==> config.mk <==
export PLATFORM = sky130hd
export DESIGN_NAME = demux_1to2_stream_flat
export DESIGN_NICKNAME = d
export VERILOG_FILES = /design/src/rtl/demux_pkg.sv /design/src/rtl/demux_1to2_stream_if.sv /design/src/rtl/stream_fifo.sv /design/src/rtl/demux_1to2_stream.sv /design/src/flat_wrapper.sv
export SDC_FILE = /design/constraint.sdc
export NUM_CORES = 1
export LEC_CHECK = 0
export CORE_MARGIN = 3
export CORE_UTILIZATION = 45
export DETAILED_ROUTE_END_ITERATION = 7
export PLACE_DENSITY_LB_ADDON = 0.08
export SLEW_MARGIN = 20
export SYNTH_ARGS = -nofsm -noshare
export SYNTH_HDL_FRONTEND = slang
export SYNTH_SLANG_ARGS = --single-unit
==> constraint.sdc <==
create_clock -name clk -period 3.7 [get_ports clk]
set_input_delay 0.555 -clock clk [delete_from_list [all_inputs] [get_ports clk]]
set_output_delay 0.555 -clock clk [all_outputs]
set_load 0.05 [all_outputs]
==> src/rtl/demux_pkg.sv <==
// Shared types for the packet-aware 1-to-2 stream demultiplexer.
package demux_pkg;

   typedef enum logic {
      ST_IDLE   = 1'b0,
      ST_LOCKED = 1'b1
   } state_e;

   localparam logic LANE0 = 1'b0;
   localparam logic LANE1 = 1'b1;

endpackage

==> src/rtl/demux_1to2_stream_if.sv <==
// Producer-side and two consumer-side valid/ready streams of the demultiplexer.
interface demux_1to2_stream_if #(
   parameter int unsigned WIDTH = 8
);
   logic [WIDTH-1:0] din;
   logic             din_valid;
   logic             din_last;
   logic             din_ready;
   logic             sel;

   logic [WIDTH-1:0] dout0;
   logic             dout0_valid;
   logic             dout0_last;
   logic             dout0_ready;

   logic [WIDTH-1:0] dout1;
   logic             dout1_valid;
   logic             dout1_last;
   logic             dout1_ready;

   modport slave (
      input  din, din_valid, din_last, sel, dout0_ready, dout1_ready,
      output din_ready, dout0, dout0_valid, dout0_last, dout1, dout1_valid, dout1_last
   );

   modport master (
      output din, din_valid, din_last, sel, dout0_ready, dout1_ready,
      input  din_ready, dout0, dout0_valid, dout0_last, dout1, dout1_valid, dout1_last
   );

endinterface

==> src/rtl/stream_fifo.sv <==
// Synchronous FIFO with registered storage; DEPTH must be a power of two.
module stream_fifo #(
   parameter int unsigned WIDTH = 9,
   parameter int unsigned DEPTH = 4
) (
   input  logic             clk,
   input  logic             rst_n,
   input  logic             push,
   input  logic [WIDTH-1:0] push_data,
   input  logic             pop,
   output logic [WIDTH-1:0] pop_data,
   output logic             full,
   output logic             empty
);

   localparam int unsigned PTR_W = (DEPTH > 1) ? $clog2(DEPTH) : 1;
   localparam int unsigned CNT_W = $clog2(DEPTH) + 1;

   logic [WIDTH-1:0] mem_q [DEPTH];
   logic [WIDTH-1:0] mem_d [DEPTH];
   logic [PTR_W-1:0] wr_ptr_q, wr_ptr_d;
   logic [PTR_W-1:0] rd_ptr_q, rd_ptr_d;
   logic [CNT_W-1:0] count_q, count_d;
   logic             do_push;
   logic             do_pop;

   assign full     = (count_q == CNT_W'(DEPTH));
   assign empty    = (count_q == '0);
   assign pop_data = mem_q[rd_ptr_q];
   assign do_push  = push & ~full;
   assign do_pop   = pop & ~empty;

   // Pointers wrap naturally because DEPTH is a power of two.
   always_comb begin
      mem_d    = mem_q;
      wr_ptr_d = wr_ptr_q;
      rd_ptr_d = rd_ptr_q;
      count_d  = count_q;
      if (do_push) begin
         mem_d[wr_ptr_q] = push_data;
         wr_ptr_d        = wr_ptr_q + PTR_W'(1);
      end
      if (do_pop) begin
         rd_ptr_d = rd_ptr_q + PTR_W'(1);
      end
      case ({do_push, do_pop})
         2'b10:   count_d = count_q + CNT_W'(1);
         2'b01:   count_d = count_q - CNT_W'(1);
         default: count_d = count_q;
      endcase
   end

   always_ff @(posedge clk) begin
      if (!rst_n) begin
         wr_ptr_q <= '0;
         rd_ptr_q <= '0;
         count_q  <= '0;
      end else begin
         wr_ptr_q <= wr_ptr_d;
         rd_ptr_q <= rd_ptr_d;
         count_q  <= count_d;
      end
   end

   always_ff @(posedge clk) begin
      mem_q <= mem_d;
   end

endmodule

==> src/rtl/demux_1to2_stream.sv <==
// Packet-aware 1-to-2 stream demux: lane chosen on a packet's first beat and held until last.
module demux_1to2_stream
   import demux_pkg::*;
#(
   parameter int unsigned WIDTH = 8,
   parameter int unsigned DEPTH = 4
) (
   input  logic                      clk,
   input  logic                      rst_n,
   demux_1to2_stream_if.slave        bus,
   output logic                      pkt_active
);

   localparam int unsigned ENTRY_W = WIDTH + 1;

   state_e             state_q, state_d;
   logic               lock_sel_q, lock_sel_d;
   logic               target_c;
   logic               accept_c;
   logic               full0, full1, empty0, empty1;
   logic               push0, push1, pop0, pop1;
   logic [ENTRY_W-1:0] rd0, rd1;

   assign target_c      = (state_q == ST_LOCKED) ? lock_sel_q : bus.sel;
   assign bus.din_ready = rst_n & ~((target_c == LANE1) ? full1 : full0);
   assign accept_c      = bus.din_valid & bus.din_ready;
   assign pkt_active    = (state_q == ST_LOCKED);

   // Lane lock: sel is only looked at while idle.
   always_comb begin
      state_d    = state_q;
      lock_sel_d = lock_sel_q;
      case (state_q)
         ST_IDLE: begin
            if (accept_c && !bus.din_last) begin
               state_d    = ST_LOCKED;
               lock_sel_d = bus.sel;
            end
         end
         ST_LOCKED: begin
            if (accept_c && bus.din_last) begin
               state_d = ST_IDLE;
            end
         end
         default: state_d = ST_IDLE;
      endcase
   end

   always_ff @(posedge clk) begin
      if (!rst_n) begin
         state_q    <= ST_IDLE;
         lock_sel_q <= LANE0;
      end else begin
         state_q    <= state_d;
         lock_sel_q <= lock_sel_d;
      end
   end

   assign push0 = accept_c & (target_c == LANE0);
   assign push1 = accept_c & (target_c == LANE1);
   assign pop0  = bus.dout0_valid & bus.dout0_ready;
   assign pop1  = bus.dout1_valid & bus.dout1_ready;

   stream_fifo #(.WIDTH(ENTRY_W), .DEPTH(DEPTH)) u_fifo0 (
      .clk       (clk),
      .rst_n     (rst_n),
      .push      (push0),
      .push_data ({bus.din_last, bus.din}),
      .pop       (pop0),
      .pop_data  (rd0),
      .full      (full0),
      .empty     (empty0)
   );

   stream_fifo #(.WIDTH(ENTRY_W), .DEPTH(DEPTH)) u_fifo1 (
      .clk       (clk),
      .rst_n     (rst_n),
      .push      (push1),
      .push_data ({bus.din_last, bus.din}),
      .pop       (pop1),
      .pop_data  (rd1),
      .full      (full1),
      .empty     (empty1)
   );

   assign bus.dout0_valid = ~empty0;
   assign bus.dout1_valid = ~empty1;
   assign {bus.dout0_last, bus.dout0} = rd0;
   assign {bus.dout1_last, bus.dout1} = rd1;

endmodule
==> src/flat_wrapper.sv <==
// flat-port wrapper written by rule: the top's interface ports become plain ports
module demux_1to2_stream_flat import demux_pkg::*;
#(
   parameter int unsigned WIDTH = 8,
   parameter int unsigned DEPTH = 4
)
  (clk, rst_n, pkt_active, bus_din, bus_din_valid, bus_din_last, bus_sel, bus_dout0_ready, bus_dout1_ready, bus_din_ready, bus_dout0, bus_dout0_valid, bus_dout0_last, bus_dout1, bus_dout1_valid, bus_dout1_last);
  demux_1to2_stream_if #(.WIDTH(WIDTH)) bus_i ();
  input  logic clk;
  input  logic rst_n;
  output logic pkt_active;
  input wire logic [$bits(bus_i.din)-1:0] bus_din;
  input wire logic [$bits(bus_i.din_valid)-1:0] bus_din_valid;
  input wire logic [$bits(bus_i.din_last)-1:0] bus_din_last;
  input wire logic [$bits(bus_i.sel)-1:0] bus_sel;
  input wire logic [$bits(bus_i.dout0_ready)-1:0] bus_dout0_ready;
  input wire logic [$bits(bus_i.dout1_ready)-1:0] bus_dout1_ready;
  output wire logic [$bits(bus_i.din_ready)-1:0] bus_din_ready;
  output wire logic [$bits(bus_i.dout0)-1:0] bus_dout0;
  output wire logic [$bits(bus_i.dout0_valid)-1:0] bus_dout0_valid;
  output wire logic [$bits(bus_i.dout0_last)-1:0] bus_dout0_last;
  output wire logic [$bits(bus_i.dout1)-1:0] bus_dout1;
  output wire logic [$bits(bus_i.dout1_valid)-1:0] bus_dout1_valid;
  output wire logic [$bits(bus_i.dout1_last)-1:0] bus_dout1_last;
  assign bus_i.din = bus_din;
  assign bus_i.din_valid = bus_din_valid;
  assign bus_i.din_last = bus_din_last;
  assign bus_i.sel = bus_sel;
  assign bus_i.dout0_ready = bus_dout0_ready;
  assign bus_i.dout1_ready = bus_dout1_ready;
  assign bus_din_ready = bus_i.din_ready;
  assign bus_dout0 = bus_i.dout0;
  assign bus_dout0_valid = bus_i.dout0_valid;
  assign bus_dout0_last = bus_i.dout0_last;
  assign bus_dout1 = bus_i.dout1;
  assign bus_dout1_valid = bus_i.dout1_valid;
  assign bus_dout1_last = bus_i.dout1_last;
  demux_1to2_stream #(.WIDTH(WIDTH), .DEPTH(DEPTH)) u_core (.clk(clk), .rst_n(rst_n), .bus(bus_i), .pkt_active(pkt_active));
endmodule
==> results of run 1 <==
==> through the flow <==
step	instance area [µm²]	hold WS, ps	setup slack [ps]
final	4210	512	563
after global routing	4210	562	464
after CTS	4210	516	556
after detailed placement	4000	503	567
after global placement	4000	498	615
after floorplan	3530	474	1150
==> path summary, 6_finish.rpt <==
| check | from | to | slack (ps) | cells past startpoint |
|---|---|---|---|---|
| setup / recovery | bus_sel | bus_din_ready | 560 | 5 |
| hold reg to reg | u_core.u_fifo0.count_q[2]$_SDFFE_PN0P_ | u_core.u_fifo0.count_q[2]$_SDFFE_PN0P_ | 510 | 2 |
| setup reg to reg | register | u_core.u_fifo1.count_q[2]$_SDFFE_PN0P_ | 1270 | 9 |
| hold / removal | u_core.u_fifo0.count_q[2]$_SDFFE_PN0P_ | u_core.u_fifo0.count_q[2]$_SDFFE_PN0P_ | 510 | 2 |
==> cell families (layout without fill, tap and decap cells) <==
| family | Yosys count | in the layout | synth area share |
|---|---|---|---|
| AOI/OAI and AO/OA | 12 | 12 | 0.0216 |
| xor gates and xnor gates | 10 | 10 | 0.0248 |
| adders and majority gates | 12 | 12 | 0.0467 |
| buffers and inverters | 18 | 64 | 0.0198 |
| DFF | 88 | 88 | 0.703 |
| muxes | 22 | 22 | 0.127 |
| and+or+nand+nor | 39 | 39 | 0.0570 |
==> final cells by class <==
cell class	instances	area share
clock inverter	6	0.0220
tap	99	0.0294
inverter	13	0.0116
clock buffer	9	0.0294
multi-input combinational	95	0.233
timing repair buffer	36	0.0855
sequential	88	0.589
==> worst register-to-register path, cell delays in order (launching register included) <==
cell	delay, ps
dfxtp_1	390
mux2i_1	430
nor3b_1	180
inv_1	90
ha_1	180
inv_1	70
fa_1	420
xor2_1	150
or3_1	300
a21oi_1	140
==> cells in the final DEF, fill, tap and decap left out, drive strengths merged <==
cell           netlist  final
a21oi                6      6
a311oi               1      1
a31o                 1      1
and2                 9      9
bufinv               0      2
clkbuf               3      9
clkdlybuf4s50        0     36
clkinvlp             0      2
dfxtp               16     16
edfxtp              72     72
fa                   2      2
ha                  10     10
inv                 13     15
mux2                 1      1
mux2i                3      3
mux4                18     18
nand2                5      5
nand3                1      1
nand3b               1      1
nor2                15     15
nor3                 1      1
nor3b                1      1
o21ai                2      2
o31a                 2      2
or3                  4      4
or3b                 2      2
xnor2                4      4
xor2                 6      6
==> sequential cells by signal, summed over array words and instances, names as in the netlist, named ones only <==
| signal | cells |
|---|---|
| u_core.u_fifo0.wr_ptr_q | 2 |
| u_core.u_fifo1.count_q | 3 |
| u_core.u_fifo0.count_q | 3 |
| u_core.u_fifo1.wr_ptr_q | 2 |
| u_core.u_fifo1.mem_q | 36 |
| u_core.u_fifo1.rd_ptr_q | 2 |
| u_core.u_fifo0.mem_q | 36 |
| u_core.u_fifo0.rd_ptr_q | 2 |
| u_core.lock_sel_q | 1 |
==> metal layers <==
| metal | routed length [µm] | part of all wire |
|---|---|---|
| met4 | 63 | 0.011 |
| met3 | 227 | 0.040 |
| met2 | 2860 | 0.51 |
| met5 | 0 | 0 |
| met1 | 2450 | 0.44 |
==> power by group through the flow <==
| stage | combinational (mW) | sequential (mW) | clock, mW |
|---|---|---|---|
| 6_report | 0.673 | 1.20 | 0.704 |
| 5_1_grt | 0.715 | 1.21 | 0.763 |
| 2_1_floorplan | 0.534 | 1.17 | 0 |
| 4_1_cts | 0.681 | 1.20 | 0.729 |
| 3_3_place_gp | 0.675 | 1.22 | 0 |
| 3_5_place_dp | 0.675 | 1.22 | 0 |
==> impl_table.tex, run 1 <==
\begin{tabular}{lr}
\hline
Metric & Value \\
\hline
\multicolumn{2}{l}{\textbf{Synth}} \\
\quad Synth cell count leaders & 72 x edfxtp\_1, 18 x mux4\_2, 16 x dfxtp\_1 \\
\quad Mean post-synth cell area & 17.6 µm² \\
\quad Sequential area share after synthesis & 0.703 \\
\quad Leading post-synthesis cells by cell area & edfxtp\_1 61\%, mux4\_2 11\%, dfxtp\_1 9.1\% \\
\quad Mapped cell area & 3530 µm² \\
\quad Net count after synthesis & 228 \\
\quad Number of unique standard cell types used by synthesis & 29 \\
\quad Portion of synthesized cell area occupied by the leading cell type & 0.612 \\
\quad Most used standard cell by instance count after synthesis & edfxtp\_1 \\
\quad Top FF cell, synth & edfxtp\_1 \\
\quad Fraction of synthesis flops using an asynchronous set or reset pin & 0 \\
\quad Cell type with the largest total area after synthesis & edfxtp\_1 \\
\quad Number of enable flip-flop cells after synthesis & 72 \\
\quad Mapped Cells & 201 \\
\quad Warning count from the yosys run & 0 \\
\quad Number of synthesized register bits & 88 \\
\multicolumn{2}{l}{\textbf{Floorplan}} \\
\quad Horiz. Die Dim & 94.6 µm \\
\quad Effective utilization at floorplan & 0.474 \\
\quad Die outline area & 8950 µm² \\
\quad \# rows & 31 \\
\quad Die height & 94.6 µm \\
\quad Placeable core region & 7450 µm² \\
\quad Number of top-level pins & 37 \\
\multicolumn{2}{l}{\textbf{Layout}} \\
\quad Area used by multi-input combinational logic & 981 µm² \\
\quad Layout cell share with drive strength beyond 1 & 0.154 \\
\quad Final core utilization & 0.566 \\
\quad Final net count & 270 \\
\quad Area overhead of the layout relative to synthesis & 19.2\% \\
\quad Flip-flop and latch area & 2480 µm² \\
\quad Filler cell count in the final layout & 609 \\
\quad Number of diodes added for antenna fixing & 0 \\
\quad Final standard cell count with taps included and fillers excluded & 346 \\
\multicolumn{2}{l}{\textbf{STA}} \\
\quad Worst Max-Slew Pin Slew & 709 ps \\
\quad Highest clock frequency the design can meet & 0.319 GHz \\
\quad Clock skew & 10.2 ps \\
\quad Final cycle utilization of the critical path & 0.848 \\
\quad Final setup TNS & 0 ps \\
\quad Final Critical Period & 3140 ps \\
\quad \# setup viols final & 0 \\
\quad Unrepaired setup endpoints after global routing & no \\
\quad Slew Limit Fails & 0 \\
\quad Final hold vios & 0 \\
\quad Rel. slew slack & 0.527 \\
\multicolumn{2}{l}{\textbf{Place}} \\
\quad HPWL after detailed placement & 3800 µm \\
\quad Routability congestion estimate & 0.723 \\
\quad Cell count after placement & 331 \\
\quad Input/output buffers & 36 \\
\multicolumn{2}{l}{\textbf{Global routing}} \\
\quad Maximum number of pins on one net before global-route repair & 16 \\
\quad Global router's overall resource usage & 0.141 \\
\quad Layer with the highest usage & met2 \\
\quad Met2 usage in global routing & 0.230 \\
\quad Vias in the first global route & 1,854 \\
\quad Number of antenna violations at the first check in global routing & 0 \\
\quad Global-route wire length before repair & 9340 µm \\
\quad Met1 track demand over resource in global routing & 0.179 \\
\quad GRT met3 Usage & 0.0422 \\
\quad Total congestion overflow & 0 \\
\multicolumn{2}{l}{\textbf{Drt}} \\
\quad Number of iterations in the first detailed-routing pass & 4 \\
\quad Total DRC errors in the routed layout & 0 \\
\quad Antenna-violating nets left & 0 \\
\quad Routed Wire Length & 5610 µm \\
\quad Average wire length per cell after detail routing & 16.2 µm \\
\quad Average via count per standard cell & 5.05 \\
\quad Detailed router's first-iteration violation count & 64 \\
\quad Total number of vias & 1,748 \\
\multicolumn{2}{l}{\textbf{Run status}} \\
\quad Result of the run & finished, final reports clean \\
\multicolumn{2}{l}{\textbf{CTS}} \\
\quad \# H-tree levels & 3 \\
\quad Reg clk slew, reported paths & 80 ps \\
\quad Clock tree buffer depth & 2 \\
\quad Cell at the root of the clock tree & clkbuf\_8 \\
\quad \# resized after CTS & 0 \\
\quad Post-CTS Setup Bufs & 0 \\
\quad TritonCTS buffer count & 9 \\
\quad Insertion delay to the later sink of the worst-skew pair & 350 ps \\
\quad Post-CTS Hold Buffers & 0 \\
\quad TritonCTS clock tree & yes \\
\quad Sink Count & 88 \\
\multicolumn{2}{l}{\textbf{Setup path}} \\
\quad Kind of launch point of the worst setup path & primary input \\
\quad Dominant cell type by count on the critical path & clkdlybuf4s50\_1 \\
\quad Chain of cells forming the critical path & clkdlybuf4s50\_1, mux2i\_1, mux2\_4, and2\_2, clkdlybuf4s50\_1 \\
\quad Kind of capture point of the worst setup path & primary output \\
\quad Max incr delay on CP & 690 ps \\
\quad Worst path top cell family by delay & buffers and inverters \\
\quad CP max stage cell & clkdlybuf4s50\_1 \\
\quad Required time of the critical path & 3140 ps \\
\quad Category of the critical setup timing path & in2out \\
\quad Number of buffer and inverter stages on the critical path & 2 \\
\quad Largest driver fanout on the critical path & 5 \\
\quad Crit path arrival time & 2580 ps \\
\multicolumn{2}{l}{\textbf{Pwr}} \\
\quad Part of the total power dissipated in sequential elements & 0.465 \\
\quad Power share of the clock group & 0.274 \\
\quad Leak pwr & 1.37 nW \\
\quad Power per Cell Area & 611 nW/µm² \\
\quad Switching pwr & 0.786 mW \\
\quad Switching portion of total power & 0.306 \\
\quad Total power & 2.57 mW \\
\quad Worst vdd ir & 385 µV \\
\quad Cell internal power dissipation & 1.79 mW \\
\quad Combinational share of power & 0.261 \\
\multicolumn{2}{l}{\textbf{Flow run}} \\
\quad Count of max-cap constraint violations & 0 \\
\multicolumn{2}{l}{\textbf{Min path}} \\
\quad Hold WC Path Type & reg2reg \\
\hline
\end{tabular}
(Power assumes the default switching activity.)
==> inputs of run 2 (changes only) <==
- clock period: 3.7 -> 3.05 ns (I/O delays scaled with it)
==> impl_table.tex, run 2 (synthesis gave the netlist of run 1 again) <==
\begin{tabular}{lr}
\hline
Metric & Value \\
\hline
\multicolumn{2}{l}{\textbf{Drt}} \\
\quad Number of iterations in the first detailed-routing pass & 4 \\
\quad Average wire length per cell after detail routing & 16.9 µm \\
\quad Total DRC errors in the routed layout & 0 \\
\quad Antenna-violating nets left & 0 \\
\quad Routed Wire Length & 5930 µm \\
\quad Average via count per standard cell & 5.05 \\
\quad Detailed router's first-iteration violation count & 119 \\
\quad Total number of vias & 1,769 \\
\multicolumn{2}{l}{\textbf{Layout}} \\
\quad Final net count & 274 \\
\quad Area overhead of the layout relative to synthesis & 18.8\% \\
\quad Commonest cells after routing, fill and taps aside & 72 x edfxtp\_1, 35 x clkdlybuf4s50\_1, 18 x mux4\_2 \\
\quad Commonest non-fill, non-tap cell in the layout & edfxtp\_1 \\
\quad Leading registers by flop count & u\_core.u\_fifo0.mem\_q x36, u\_core.u\_fifo1.mem\_q x36 \\
\quad Filler cell count in the final layout & 603 \\
\quad Layout cell share with drive strength beyond 1 & 0.171 \\
\quad Final core utilization & 0.564 \\
\quad Number of diodes added for antenna fixing & 0 \\
\quad Final cell area excluding filler cells & 4200 µm² \\
\multicolumn{2}{l}{\textbf{Pwr}} \\
\quad Leak pwr & 1.38 nW \\
\quad Power share of the clock group & 0.242 \\
\quad Cell internal power dissipation & 2.03 mW \\
\quad Combinational share of power & 0.296 \\
\quad Part of the total power dissipated in sequential elements & 0.462 \\
\quad Power per Cell Area & 723 nW/µm² \\
\quad Switching pwr & 1.00 mW \\
\quad Worst vdd ir & 460 µV \\
\quad Switching portion of total power & 0.330 \\
\quad Total power & 3.03 mW \\
\multicolumn{2}{l}{\textbf{Global routing}} \\
\quad Total congestion overflow & 0 \\
\quad Vias in the first global route & 1,829 \\
\quad Number of antenna violations at the first check in global routing & 0 \\
\quad Maximum number of pins on one net before global-route repair & 17 \\
\quad Global-route wire length before repair & 9400 µm \\
\quad Global router's overall resource usage & 0.144 \\
\multicolumn{2}{l}{\textbf{CTS}} \\
\quad \# resized after CTS & 0 \\
\quad Post-CTS Hold Buffers & 0 \\
\quad Sink Count & 88 \\
\quad Post-CTS Setup Bufs & 0 \\
\quad TritonCTS buffer count & 9 \\
\quad Insertion delay to the later sink of the worst-skew pair & 350 ps \\
\quad Cell at the root of the clock tree & clkbuf\_8 \\
\quad Reg clk slew, reported paths & 90 ps \\
\quad TritonCTS clock tree & yes \\
\quad \# H-tree levels & 3 \\
\quad Clock tree buffer depth & 2 \\
\multicolumn{2}{l}{\textbf{STA}} \\
\quad Highest clock frequency the design can meet & 0.372 GHz \\
\quad Final cycle utilization of the critical path & 0.883 \\
\quad Clock skew & 12.0 ps \\
\quad Rel. slew slack & 0.650 \\
\quad Unrepaired setup endpoints after global routing & no \\
\quad Final hold slack & 538 ps \\
\quad Worst Max-Slew Pin Slew & 525 ps \\
\quad Final Critical Period & 2690 ps \\
\quad Slew Limit Fails & 0 \\
\quad Final hold vios & 0 \\
\quad Final setup TNS & 0 ps \\
\quad \# setup viols final & 0 \\
\multicolumn{2}{l}{\textbf{Floorplan}} \\
\quad Placeable core region & 7450 µm² \\
\quad Horiz. Die Dim & 94.6 µm \\
\quad Number of top-level pins & 37 \\
\quad Die outline area & 8950 µm² \\
\quad Effective utilization at floorplan & 0.474 \\
\quad \# rows & 31 \\
\quad Die height & 94.6 µm \\
\multicolumn{2}{l}{\textbf{Flow run}} \\
\quad Count of max-cap constraint violations & 0 \\
\multicolumn{2}{l}{\textbf{Setup path}} \\
\quad Crit path arrival time & 2230 ps \\
\quad Kind of capture point of the worst setup path & primary output \\
\quad R2R cell count & 9 \\
\quad Category of the critical setup timing path & reg2out \\
\quad Kind of launch point of the worst setup path & register \\
\quad Largest driver fanout on the critical path & 9 \\
\quad Required time of the critical path & 2590 ps \\
\multicolumn{2}{l}{\textbf{Place}} \\
\quad Input/output buffers & 36 \\
\quad Routability congestion estimate & 0.810 \\
\quad HPWL after detailed placement & 3950 µm \\
\quad Placement Cell Area & 4020 µm² \\
\multicolumn{2}{l}{\textbf{Min path}} \\
\quad Hold Crit Depth & 2 \\
\quad Hold WC Path Type & reg2reg \\
\multicolumn{2}{l}{\textbf{Run status}} \\
\quad Result of the run & finished, final reports clean \\
\hline
\end{tabular}
-- run 2: cell count changes in the layout (fill, tap and decap cells not counted) --
| cell | delta |
|---|---|
| bufinv_16 | -2 |
| buf_4 | +5 |
| clkdlybuf4s50_1 | -1 |
| inv_6 | +2 |
-- run 2: final timing paths --
path         slack (ps)                               startpoint                                      to
min reg2reg         540   u_core.u_fifo0.count_q[2]$_SDFFE_PN0P_  u_core.u_fifo0.count_q[2]$_SDFFE_PN0P_
max reg2reg         640   u_core.u_fifo1.count_q[2]$_SDFFE_PN0P_  u_core.u_fifo1.count_q[2]$_SDFFE_PN0P_
max                 360  u_core.u_fifo1.rd_ptr_q[0]$_SDFFE_PN0P_                            bus_dout1[1]
min                 540   u_core.u_fifo0.count_q[2]$_SDFFE_PN0P_  u_core.u_fifo0.count_q[2]$_SDFFE_PN0P_
-- run 2: cell type report --
type	count	area, µm²	share of cell area
Tap cell	99	124	0.0295
Clock buffer	9	124	0.0295
Inverter	13	48.8	0.0116
Sequential cell	88	2480	0.591
Multi-Input combinational cell	95	981	0.234
Timing Repair Buffer	40	388	0.0924
Clock inverter	6	50.0	0.0119
-- run 2: worst max-delay path: stages, from the launching register on --
cell             delay (ps)
dfxtp_1                 370
buf_4                   250
mux4_2                  540
clkdlybuf4s50_1         720
-- run 2: power groups by stage --
stage                     Sequential, mW  Combinational (mW)  Clock, mW
final                               1.40               0.899      0.733
after detailed placement            1.43               0.905          0
after CTS                           1.40               0.911      0.748
after floorplan                     1.42               0.648          0
after global routing                1.41               0.962      0.798
after global placement              1.43               0.904          0
-- run 2: stage by stage --
stage / worst slack [ps] / std cells
2_1_floorplan: 495 / 201
3_3_place_gp: 372 / 335
3_5_place_dp: 291 / 335
4_1_cts: 308 / 350
5_1_grt: 279 / 350
6_report: 358 / 350
-- run 2: per-layer routing --
layer  routed length, µm  vias up  GRT usage
met5                   0        -          0
met4                  55        0     0.0613
met3                 240        5     0.0319
met2                2940       46      0.234
met1                2690      868      0.187
li1                    -      850          -
